[src/rtl/cpu_pkg.sv]
// Shared CPU definitions: datapath and control widths, the zero-register
// index, the register-index type, and the ID/EX pipeline register layout.
package cpu_pkg;

  localparam int DATA_W = 64;
  localparam int CTRL_W = 16;
  localparam int ZR     = 31;

  typedef logic [4:0] reg_idx_t;

  // ID/EX pipeline register contents. An all-zero value is a bubble.
  typedef struct packed {
    logic              valid;
    logic [DATA_W-1:0] op_a;
    logic [DATA_W-1:0] op_b;
    logic [DATA_W-1:0] store_data;
    reg_idx_t          rd;
    logic              reg_write;
    logic              is_load;
    logic [CTRL_W-1:0] ctrl;
  } idex_t;

endpackage

[src/rtl/id_operand_stage_fwd_mux.sv]
// fwd_mux: priority bypass for one source operand.
//   src            source register index being read in ID
//   ex_hit, ex_rd, ex_data      EX-stage writer (ex_hit = valid & reg_write)
//   mem_we, mem_rd, mem_data    MEM-stage writer
//   wb_we, wb_rd, wb_data       WB writer (same cycle as the regfile write)
//   rf_data        regfile read data for src
//   fwd            resolved operand value
// Priority: zero register, then EX, MEM, WB, regfile.
module fwd_mux
  import cpu_pkg::*;
#(
  parameter int DATA_W = cpu_pkg::DATA_W,
  parameter int ZR     = cpu_pkg::ZR
) (
  input  logic [4:0]        src,
  input  logic              ex_hit,
  input  logic [4:0]        ex_rd,
  input  logic [DATA_W-1:0] ex_data,
  input  logic              mem_we,
  input  logic [4:0]        mem_rd,
  input  logic [DATA_W-1:0] mem_data,
  input  logic              wb_we,
  input  logic [4:0]        wb_rd,
  input  logic [DATA_W-1:0] wb_data,
  input  logic [DATA_W-1:0] rf_data,
  output logic [DATA_W-1:0] fwd
);

  localparam int          ZR_INT = ZR;
  localparam logic [4:0]  ZR_IDX = ZR_INT[4:0];

  // Once src is known not to be the zero register, any destination equal to
  // src is also not the zero register, so a ZR destination can never match.
  always_comb begin
    fwd = rf_data;
    if (src == ZR_IDX)
      fwd = '0;
    else if (ex_hit && (ex_rd == src))
      fwd = ex_data;
    else if (mem_we && (mem_rd == src))
      fwd = mem_data;
    else if (wb_we && (wb_rd == src))
      fwd = wb_data;
  end

endmodule

[src/rtl/id_operand_stage.sv]
// id_operand_stage: decode/operand stage downstream of the 32x64 regfile.
//   Drives regfile read addresses (rf_rr1/rf_rr2), resolves both source
//   operands through EX/MEM/WB bypasses, detects load-use hazards (stall),
//   and registers the result into the ID/EX register (ex_* outputs).
//   flush / id_valid=0 / stall load a bubble; only stall bubbles are
//   counted in bubble_cnt (saturating).
// The ID/EX register layout comes from cpu_pkg, so DATA_W and CTRL_W must
// match the package values.
module id_operand_stage
  import cpu_pkg::*;
#(
  parameter int DATA_W = cpu_pkg::DATA_W,
  parameter int CTRL_W = cpu_pkg::CTRL_W,
  parameter int ZR     = cpu_pkg::ZR
) (
  input  logic              clk,
  input  logic              rst,
  input  logic              id_valid,
  input  logic [4:0]        id_rn,
  input  logic [4:0]        id_rm,
  input  logic [4:0]        id_rd,
  input  logic              id_uses_rn,
  input  logic              id_uses_rm,
  input  logic              id_use_imm,
  input  logic [DATA_W-1:0] id_imm,
  input  logic              id_reg_write,
  input  logic              id_is_load,
  input  logic [CTRL_W-1:0] id_ctrl,
  input  logic              flush,
  output logic [4:0]        rf_rr1,
  output logic [4:0]        rf_rr2,
  input  logic [DATA_W-1:0] rf_rd1,
  input  logic [DATA_W-1:0] rf_rd2,
  input  logic [DATA_W-1:0] ex_result,
  input  logic [4:0]        mem_rd,
  input  logic              mem_reg_write,
  input  logic [DATA_W-1:0] mem_fwd_data,
  input  logic [4:0]        wb_rd,
  input  logic              wb_reg_write,
  input  logic [DATA_W-1:0] wb_data,
  output logic              stall,
  output logic              ex_valid,
  output logic [DATA_W-1:0] ex_op_a,
  output logic [DATA_W-1:0] ex_op_b,
  output logic [DATA_W-1:0] ex_store_data,
  output logic [4:0]        ex_rd,
  output logic              ex_reg_write,
  output logic              ex_is_load,
  output logic [CTRL_W-1:0] ex_ctrl,
  output logic [31:0]       bubble_cnt
);

  localparam int         ZR_INT = ZR;
  localparam logic [4:0] ZR_IDX = ZR_INT[4:0];

  idex_t             idex_p0;
  idex_t             idex_p1;
  logic [DATA_W-1:0] fwd_rn;
  logic [DATA_W-1:0] fwd_rm;
  logic              ex_hit;
  logic              load_use;

  assign rf_rr1 = id_rn;
  assign rf_rr2 = id_rm;

  assign ex_hit = idex_p1.valid & idex_p1.reg_write;

  // ---- ID: operand resolution and hazard detection ----
  fwd_mux #(.DATA_W(DATA_W), .ZR(ZR)) u_fwd_rn (
    .src      (id_rn),
    .ex_hit   (ex_hit),
    .ex_rd    (idex_p1.rd),
    .ex_data  (ex_result),
    .mem_we   (mem_reg_write),
    .mem_rd   (mem_rd),
    .mem_data (mem_fwd_data),
    .wb_we    (wb_reg_write),
    .wb_rd    (wb_rd),
    .wb_data  (wb_data),
    .rf_data  (rf_rd1),
    .fwd      (fwd_rn)
  );

  fwd_mux #(.DATA_W(DATA_W), .ZR(ZR)) u_fwd_rm (
    .src      (id_rm),
    .ex_hit   (ex_hit),
    .ex_rd    (idex_p1.rd),
    .ex_data  (ex_result),
    .mem_we   (mem_reg_write),
    .mem_rd   (mem_rd),
    .mem_data (mem_fwd_data),
    .wb_we    (wb_reg_write),
    .wb_rd    (wb_rd),
    .wb_data  (wb_data),
    .rf_data  (rf_rd2),
    .fwd      (fwd_rm)
  );

  // Load data is not available until MEM, so a consumer directly behind a
  // load must wait one cycle and then picks it up from the MEM bypass.
  assign load_use = id_valid & idex_p1.valid & idex_p1.is_load &
                    (idex_p1.rd != ZR_IDX) &
                    ((id_uses_rn & (idex_p1.rd == id_rn)) |
                     (id_uses_rm & (idex_p1.rd == id_rm)));

  // A flushed instruction is discarded, so there is nothing to hold for.
  assign stall = load_use & ~flush;

  always_comb begin
    idex_p0            = '0;
    idex_p0.valid      = 1'b1;
    idex_p0.op_a       = fwd_rn;
    idex_p0.op_b       = id_use_imm ? id_imm : fwd_rm;
    idex_p0.store_data = fwd_rm;
    idex_p0.rd         = id_rd;
    idex_p0.reg_write  = id_reg_write;
    idex_p0.is_load    = id_is_load;
    idex_p0.ctrl       = id_ctrl;
  end

  // ---- ID/EX register ----
  always_ff @(posedge clk) begin
    if (rst) begin
      idex_p1    <= '0;
      bubble_cnt <= '0;
    end else begin
      if (flush || !id_valid || stall)
        idex_p1 <= '0;
      else
        idex_p1 <= idex_p0;
      if (stall && (bubble_cnt != '1))
        bubble_cnt <= bubble_cnt + 32'd1;
    end
  end

  // A bubble is all-zero, so reg_write and is_load are inherently gated.
  assign ex_valid      = idex_p1.valid;
  assign ex_op_a       = idex_p1.op_a;
  assign ex_op_b       = idex_p1.op_b;
  assign ex_store_data = idex_p1.store_data;
  assign ex_rd         = idex_p1.rd;
  assign ex_reg_write  = idex_p1.reg_write;
  assign ex_is_load    = idex_p1.is_load;
  assign ex_ctrl       = idex_p1.ctrl;

endmodule

[config.mk]
export PLATFORM = sky130hd
export DESIGN_NAME = id_operand_stage
export DESIGN_NICKNAME = d
export VERILOG_FILES = /design/src/rtl/cpu_pkg.sv /design/src/rtl/id_operand_stage_fwd_mux.sv /design/src/rtl/id_operand_stage.sv
export SDC_FILE = /design/constraint.sdc
export NUM_CORES = 1
export LEC_CHECK = 0
export ABC_AREA = 1
export ABC_CLOCK_PERIOD_IN_PS = 4640
export BUFFER_PORTS_ARGS = -buffer_cell sky130_fd_sc_hd__clkbuf_2
export CAP_MARGIN = 20
export CORE_AREA = 2 2 269 271
export CTS_BUF_LIST = sky130_fd_sc_hd__clkbuf_8 sky130_fd_sc_hd__clkbuf_16
export CTS_CLUSTER_SIZE = 16
export DETAILED_ROUTE_END_ITERATION = 10
export DIE_AREA = 0 0 271 273
export PLACE_DENSITY_LB_ADDON = 0.3
export RECOVER_POWER = 100
export SLEW_MARGIN = 10
export SYNTH_ARGS = -nofsm -noshare
export SYNTH_HDL_FRONTEND = slang
export SYNTH_SLANG_ARGS = --single-unit
[constraint.sdc]
create_clock -name clk -period 4.64 [get_ports clk]
set_input_delay 1.16 -clock clk [delete_from_list [all_inputs] [get_ports clk]]
set_output_delay 1.16 -clock clk [all_outputs]
set_load 0.02 [all_outputs]
# Yosys cells after proc, flatten, opt, wreduce, memory -nomap -nowiden
# Cells that the tools add are included.
[word_totals]
register_bits = 248
output_inout_bits = 259
inputBits = 436
elab_cells = 52
[classes]
addsub = 1
n_bitwise = 10
muxes = 10
eq_ne = 10
reduce_logical = 12
[ops]
columns = ["cell", "n"]
rows = [
  ["64-bit 2-to-1 mux", 9],
  ["216-bit 2-to-1 mux", 1],
  ["32-bit by 1-bit adder with 32-bit output, second input constant", 1],
  ["32-bit != test, second input constant", 1],
  ["5-bit equality test", 6],
  ["5-bit equality test, second input constant", 2],
  ["1-bit bitwise AND", 8],
  ["1-bit logical AND", 7],
  ["5-bit != test, second input constant", 1],
  ["3-bit OR reduction", 1],
  ["1-bit logical OR", 2],
  ["2-bit OR reduction", 1],
  ["1-bit zero test", 1],
  ["1-bit inverter", 1],
  ["1-bit OR", 1],
]

# Depth between registers and ports, before layout
# Gate-level depths: netlist of run 1.
[depth]
ltp_word = 8
mapped_depth = 13
depth_no_buf = 11

# Cells and area by module
# Synthesis of run 1 repeated with hierarchy kept, for this count alone.
[hier_totals]
hier_cells = 2689
hier_area_um2 = 16273.1
[by_module_without_submodules]
columns = ["module", "seq_area_each_um2", "instances", "area_each_um2", "cells_per_inst"]
rows = [
  ["id_operand_stage", 4964.8, 1, 8733.4, 1143],
  ["fwd_mux", 0.0, 2, 3769.9, 773],
]

# Least setup slack after synthesis of run 1
# No wires, ideal clock.
[synth_timing]
kind = "input -> output"
start = "input flush"
end = "output stall"
arrival_ns = 2.000
path_buffers = 0
setup_slack_ns = 1.480
stages = 5
required_ns = 3.480
path_cell_list = "clkinv_1 > nand2_1 > nor3_1 > nand2_4 > inv_1"
[synth_via]
elab_chain_len = 2
[synth_rtl]
columns = ["element", "line", "rtl"]
rows = [
  ["start: declaration", "id_operand_stage.sv:29", "input logic flush,"],
  ["1-bit inverter", "id_operand_stage.sv:107", "assign stall = load_use & ~flush;"],
  ["1-bit bitwise AND", "id_operand_stage.sv:107", ""],
  ["end: declaration", "id_operand_stage.sv:41", "output logic stall,"],
]
# Every way passes these cells.

# Worst setup path after layout of run 1
[layout_timing]
start = "input id_rm[0]"
end = "register idex_p1 (netlist bit ex_store_data[43])"
[layout_via]
elab_chain_len = 7
elab_cells_between_ends = 17
classes_between = "eq/ne (4); mux (4); bitwise (4); reduce/logical (5)"
[layout_rtl]
columns = ["element", "line", "rtl"]
rows = [
  ["start: declaration", "id_operand_stage.sv:20", "input logic [4:0] id_rm,"],
  ["5-bit equality test", "id_operand_stage_fwd_mux.sv:38, id_operand_stage.sv:104", ""],
  ["1-bit bitwise AND", "id_operand_stage.sv:104", "(id_uses_rm & (idex_p1.rd == id_rm)));"],
  ["1-bit OR", "id_operand_stage.sv:103", "((id_uses_rn & (idex_p1.rd == id_rn)) |"],
  ["1-bit bitwise AND", "id_operand_stage.sv:102", "(idex_p1.rd != ZR_IDX) &"],
  ["1-bit bitwise AND", "id_operand_stage.sv:107", ""],
  ["1-bit logical OR", "id_operand_stage.sv:127", "if (flush || !id_valid || stall)"],
  ["2-bit OR reduction (no source line)", "n/a", ""],
  ["end signal: assignment", "id_operand_stage.sv:130", "idex_p1 <= idex_p0;"],
  ["end: declaration", "id_operand_stage.sv:57", "idex_t idex_p1;"],
]
# Several ways; a longest one is shown, not always the timed one.
# A chain may end at the register's enable or synchronous reset.

==> results of run 1 <==
[flip-flops by register name, summed over array words and instances (netlist names)]
name / cells
ex_op_a: 64
ex_op_b: 64
ex_store_data: 64
bubble_cnt: 32
ex_ctrl: 16
ex_rd: 5
ex_is_load: 1
ex_reg_write: 1
ex_valid: 1
[where the power goes]
part	switching (mW)	total [mW]	leakage [nW]	internal (mW)
logic	0.733	1.06	7.13	0.330
registers	0.0206	2.21	2.02	2.19
clock network	1.13	2.61	0.552	1.48
[logic make-up after synthesis]
group	after synthesis
AOI/OAI and AO/OA	240
xor gates and xnor gates	19
DFF	248
buffers and inverters	580
and+or+nand+nor	1273
adders and majority gates	1
[worst paths after layout]
check / endpoint / cells after the start / slack, ns
max: ex_store_data[43]$_SDFF_PP0_ / 11 / 0.73
min: bubble_cnt[31]$_SDFFE_PP0P_ / 2 / 0.52
max reg2reg: ex_store_data[43]$_SDFF_PP0_ / 10 / 1.23
min reg2reg: bubble_cnt[31]$_SDFFE_PP0P_ / 2 / 0.52
[worst max-delay path: stages]
cell and delay (ns):
clkbuf_1 0.25, inv_1 0.19, nand2_1 0.09, nand2_1 0.05
nor2_1 0.13, nand4_1 0.09, nand2_1 0.22, nand2_4 0.09
nand2_4 0.08, buf_2 1.58, nor2_1 0.18
[cell usage in the layout, fill, tap and decap left out, drive strengths merged, types with 2 or more instances in the layout]
master and n:
o22ai 3, buf 33, xnor2 9, clkinv 10, diode 5, inv 399
a21boi 2, dfxtp 248, nand2 468, xor2 10, nor3 19, clkinvlp 3
nand4 203, o21ai 139, clkbuf 737, a21oi 95, nand3b 67, nand3 286
nor2 228
[per-stage QoR]
step           setup WS [ns]  power (mW)  area (um2)  hold WS, ns  instances
2_1_floorplan           1.48        2.79       14800        0.566       2361
5_1_grt                0.527        6.11       19800        0.546       3916
6_report               0.732        5.88       19800        0.522       3918
3_3_place_gp            1.11        3.33       19100        0.518       3852
3_5_place_dp            1.08        3.32       19100        0.514       3852
4_1_cts                 1.12        5.94       20200        0.523       3913
[final cells by class]
class	count	area, um2
clock inverter	19	126
fill	8177	51200
tap	950	1190
timing repair buffer	728	3570
antenna	5	12.5
sequential	248	4960
multi-input combinational	1533	7520
clock buffer	42	961
inverter	393	1480
[routing by layer]
layer / vias up / GRT usage, %
met2: 965 / 35.0
met4: 28 / 7.52
met5: - / 0
li1: 8756 / -
met3: 194 / 5.67
met1: 8611 / 26.0
==> run metrics, run 1 <==
DRC Markers 0; Post-synth EDFFs 0; io pins 695; Mapped Area 0.0148 mm2; final setup TNS 0 ns; Final Setup Violations 0; final core utilization 27.9%; initial DRC count 1567; Slew headroom -49.7%; PortBufs 694; pin slew with the least headroom to its limit 2.25 ns; Max VDD drop 243 uV; MaxCap Viol Count 3; synth top area cells dfxtp_1 34%, nand2_1 12%, inv_1 9.8%; routed via count 18.6k; Via density 4.74; hold_buf cts 0; post-synthesis xor/xnor area fraction 1.13%; Max Fclk 256 MHz; Die Y 273 um; largest net degree at the start of global routing 88; nets 3375; clk sink count 248; critical path type primary input to register; multiplexer share of the synthesized area 0%; antenna-violating nets left 0; Slew Viols, Final 176; top cells by count, synth 465 x nand2_1, 387 x inv_1, 283 x nand3_1; min Tclk post-route 3.91 ns; Clk pin slew, worst setup/hold paths 0.06 ns; routed wire length 81700 um; Top FF cell, synth dfxtp_1; CTS tree built; initial antenna violation count 18; met3 wire length 7500 um; top cell type's share of synthesized area 33.6%; Max FO, Critical Path 87; H-tree levels 2; Final period util 84.2%; P&R area growth vs syn 34.1%; post_cts resized 0; wire length on met2 38300 um; drt pass-1 iters 6; Fin. Hold Viols 0; die area 0.0740 mm2; mean cell area of the mapped netlist 6.26 um2; first-pass GRT wire length 118000 um; Final HPWL DP 58300 um; HP Class register to register; core area 0.0710 mm2; Synth Instances 2361; worst r2r src ex_rd[0]$_SDFF_PP0_; synth unique cells 33; largest family of logic cells by synthesized area simple AND/OR/NAND/NOR gates; Yosys reg bits 248; GRT overflow 0; RSZ-0062 raised after global routing no; sequential share of the synthesized area 33.6%; compound-cell area share of the yosys netlist 8.27%; status complete, but fails checks; PD cells 296 mW/mm2; Pleak 9.69 nW; WL/cell 20.9 um; DR top layer met5; Hold Crit Start bubble_cnt[31]$_SDFFE_PP0P_; failing checks max-capacitance violations, max-slew violations; effective utilization at floorplan 20.8%; die width 271 um; clk root buf clkbuf_16; Synth Net Count 2798; CP Launch Type primary input; Worst-Skew Late Latency 0.56 ns; Rows 98; CP Data Required Time 4.97 ns; dominant cell type by area after synthesis dfxtp_1; Total GRT Usage 21.0%; Final Wtd Congestion 0.916; share of cells above drive strength 1 18.7%; setup bufs post-CTS 0; Critical Path End Type register; adder-cell share of the synthesized area 0.0846%; top-count cell post-synth nand2_1; clk buf depth 3; vias in the first global route 18.0k; total CTS buffers 34; M1 wire length 33000 um; FFs w/ async S/R, synth 0%; Final Skew 0.0233 ns; Post-Synth Simple-Gate Area 40.5%; Critical Path Start id_rm[0]; synth warn 0; critical path arrival 4.24 ns
Note: power is estimated with default switching activity, not from simulation.
==> run 2: changes to the inputs <==
- ABC_AREA: 1 -> 0
- ABC_CLOCK_PERIOD_IN_PS: 4640 -> 3300
- CORE_AREA: 2 2 269 271 -> 2 2 270 272
- DIE_AREA: 0 0 271 273 -> 0 0 272 274
- clock period: 4.64 -> 3.3 ns (I/O delays scaled with it)
==> run 2 against run 1 <==
Against the previous run: the run now ends clean; sequential share of layout area up 3.7 points; global-route usage is 4.9 points lower; final cell count down 24%; critical path type is now primary input to output port; critical endpoint is now stall.
==> run metrics, run 2 <==
Hold Path Stages 2; clk sink count 248; routed via count 13.0k; routed wire length 63900 um; placed cell areas 0.0166 mm2; WL/cell 21.6 um; Design Area, Final 0.0173 mm2; drt pass-1 iters 5; reg2reg setup slack 0.28 ns; initial DRC count 780; synth top area cells dfxtp_1 42%, mux2i_1 11%, a211o_1 4.8%; Slew Viols, Final 0; Bufs and invs on worst path 3; min Tclk post-route 3.04 ns; Final Skew 0.0208 ns; CP delay by family, top buffers and inverters; CTS tree built; Final Setup Violations 0; PD cells 455 mW/mm2; sequential share of the synthesized area 42.3%; Rows 99; slowest CP cell o2bb2ai_2; Slew headroom 38.5%; FFs w/ async S/R, synth 0%; Yosys reg bits 248; Max Fclk 328 MHz; core area 0.0720 mm2; io pins 695; status finished clean; Crit path top cell by count clkbuf_1; commonest non-fill, non-tap cell in the layout clkbuf_2; PortBufs 694; largest net degree at the start of global routing 45; H-tree levels 2; initial antenna violation count 9; Reg2Reg Depth 8; critical path arrival 2.22 ns; top cell type's share of synthesized area 42.3%; synth warn 0; DRC Markers 0; antenna-violating nets left 0; clk buf depth 3; overall power 7.88 mW; Worst R2R End ex_op_b[27]$_SDFF_PP0_; Post-synth EDFFs 0; die width 272 um; Top FF cell, synth dfxtp_1; most frequent cells in the layout 436 x clkbuf_2, 267 x clkbuf_1, 248 x dfxtp_1, 138 x nor2_1, 129 x mux2i_1; mean cell area of the mapped netlist 9.01 um2; pin slew with the least headroom to its limit 0.920 ns; vias in the first global route 13.2k; Pleak 7.84 nW; Hold Crit Start id_ctrl[12]; Stages on worst setup path 7; synth unique cells 47; top-count cell post-synth dfxtp_1; Synth Instances 1301; Clk pin slew, worst setup/hold paths 0.06 ns; Max VDD drop 311 uV; Final period util 92.3%; setup bufs post-CTS 0; nets 2417; Synth Net Count 1738; top cells by count, synth 248 x dfxtp_1, 139 x nor2_1, 129 x mux2i_1; Final Wtd Congestion 0.871; Worst-Skew Late Latency 0.53 ns; MaxCap Viol Count 0; total CTS buffers 34; GRT overflow 0; post_cts resized 0; Die Y 274 um; clk root buf clkbuf_16; HP Class primary input to register; share of cells above drive strength 1 27.7%; CP Launch Type primary input; Fin. Hold Viols 0; Crit path largest cell delay 0.37 ns; Via density 4.38; critical path type primary input to output port; first-pass GRT wire length 89200 um; P&R area growth vs syn 47.6%; effective utilization at floorplan 16.3%; Critical Path End Type output port; Mapped Area 0.0117 mm2; Max FO, Critical Path 8; Total GRT Usage 16.1%; dominant cell type by area after synthesis dfxtp_1; Hold EP ex_ctrl[12]$_SDFF_PP0_; CP Cell Sequence clkbuf_1, xnor2_1, nand3_1, o2bb2ai_2, nand2_1, inv_1, clkbuf_1; RSZ-0062 raised after global routing no; Final HPWL DP 49300 um; worst r2r src ex_rd[4]$_SDFF_PP0_; CP Data Required Time 2.47 ns; hold_buf cts 0; die area 0.0745 mm2
[run 2: cell types whose count changed in the layout (fill, tap and decap cells not counted), moves of 116 or more]
| cell | previous run | this run |
|---|---|---|
| inv_1 | 392 | 76 |
| nand3_1 | 281 | 20 |
| mux2i_1 | 0 | 129 |
| nand2_1 | 465 | 80 |
| nand4_1 | 203 | 11 |
| o21ai_0 | 129 | 13 |
[run 2: how the worst max path moves through the flow]
stage                              from                endpoint  slack, ns
global placement               id_rm[2]  ex_op_b[50]$_SDFF_PP0_      -0.15
finish                         id_rm[1]                   stall       0.26
global route                   id_rm[1]                   stall       0.09
CTS                 ex_rd[4]$_SDFF_PP0_                   stall       0.21
floorplan                      id_rn[4]                   stall       0.76
detailed placement             id_rm[3]  ex_op_b[50]$_SDFF_PP0_      -0.17
[run 2: final cells by class]
cell class	instances	area [um2]
fill	8067	54700
clock inverter	16	104
tap	959	1200
sequential	248	4960
multi-input combinational	873	5980
inverter	68	255
clock buffer	45	1040
antenna	2	5.00
timing repair buffer	755	3750
[run 2: cells by family after synthesis]
logic type	synth area share (%)
and+or+nand+nor	16.5
AOI/OAI and AO/OA	20.3
DFF	42.3
buffers and inverters	6.97
muxes	11.0
xor gates and xnor gates	2.76
adders and majority gates	0.107
[run 2: per-stage QoR]
step	utilization, %	setup WS [ns]	hold WS [ns]	std cells	TNS, ns
after global placement	23.0	-0.148	0.478	2903	-0.278
after CTS	24.6	0.208	0.431	2964	0
final	24.0	0.255	0.485	2966	0
after floorplan	-	0.760	0.559	1301	0
after global routing	24.0	0.0862	0.465	2965	0
after detailed placement	23.0	-0.172	0.499	2903	-0.382
[run 2: power by group]
group	total (mW)	switching (mW)	internal, mW
clock	3.76	1.48	2.28
combinational	1.01	0.571	0.439
sequential	3.11	0.0307	3.08
[run 2: worst reg2reg max path: stages, from the launching register on]
cell	delay, ns
dfxtp_1	0.52
xor2_1	0.26
nor3b_1	0.10
o2bb2ai_2	0.20
a2111oi_0	0.57
clkbuf_1	0.42
and3b_4	0.30
buf_6	0.30
a22o_1	0.31
[run 2: metal layers]
layer | track usage [%] | wire length (um)
met1 | 19.1 | 25500
met2 | 28.6 | 31700
met3 | 4.36 | 5250
met4 | 4.41 | 1460
met5 | 0 | 21
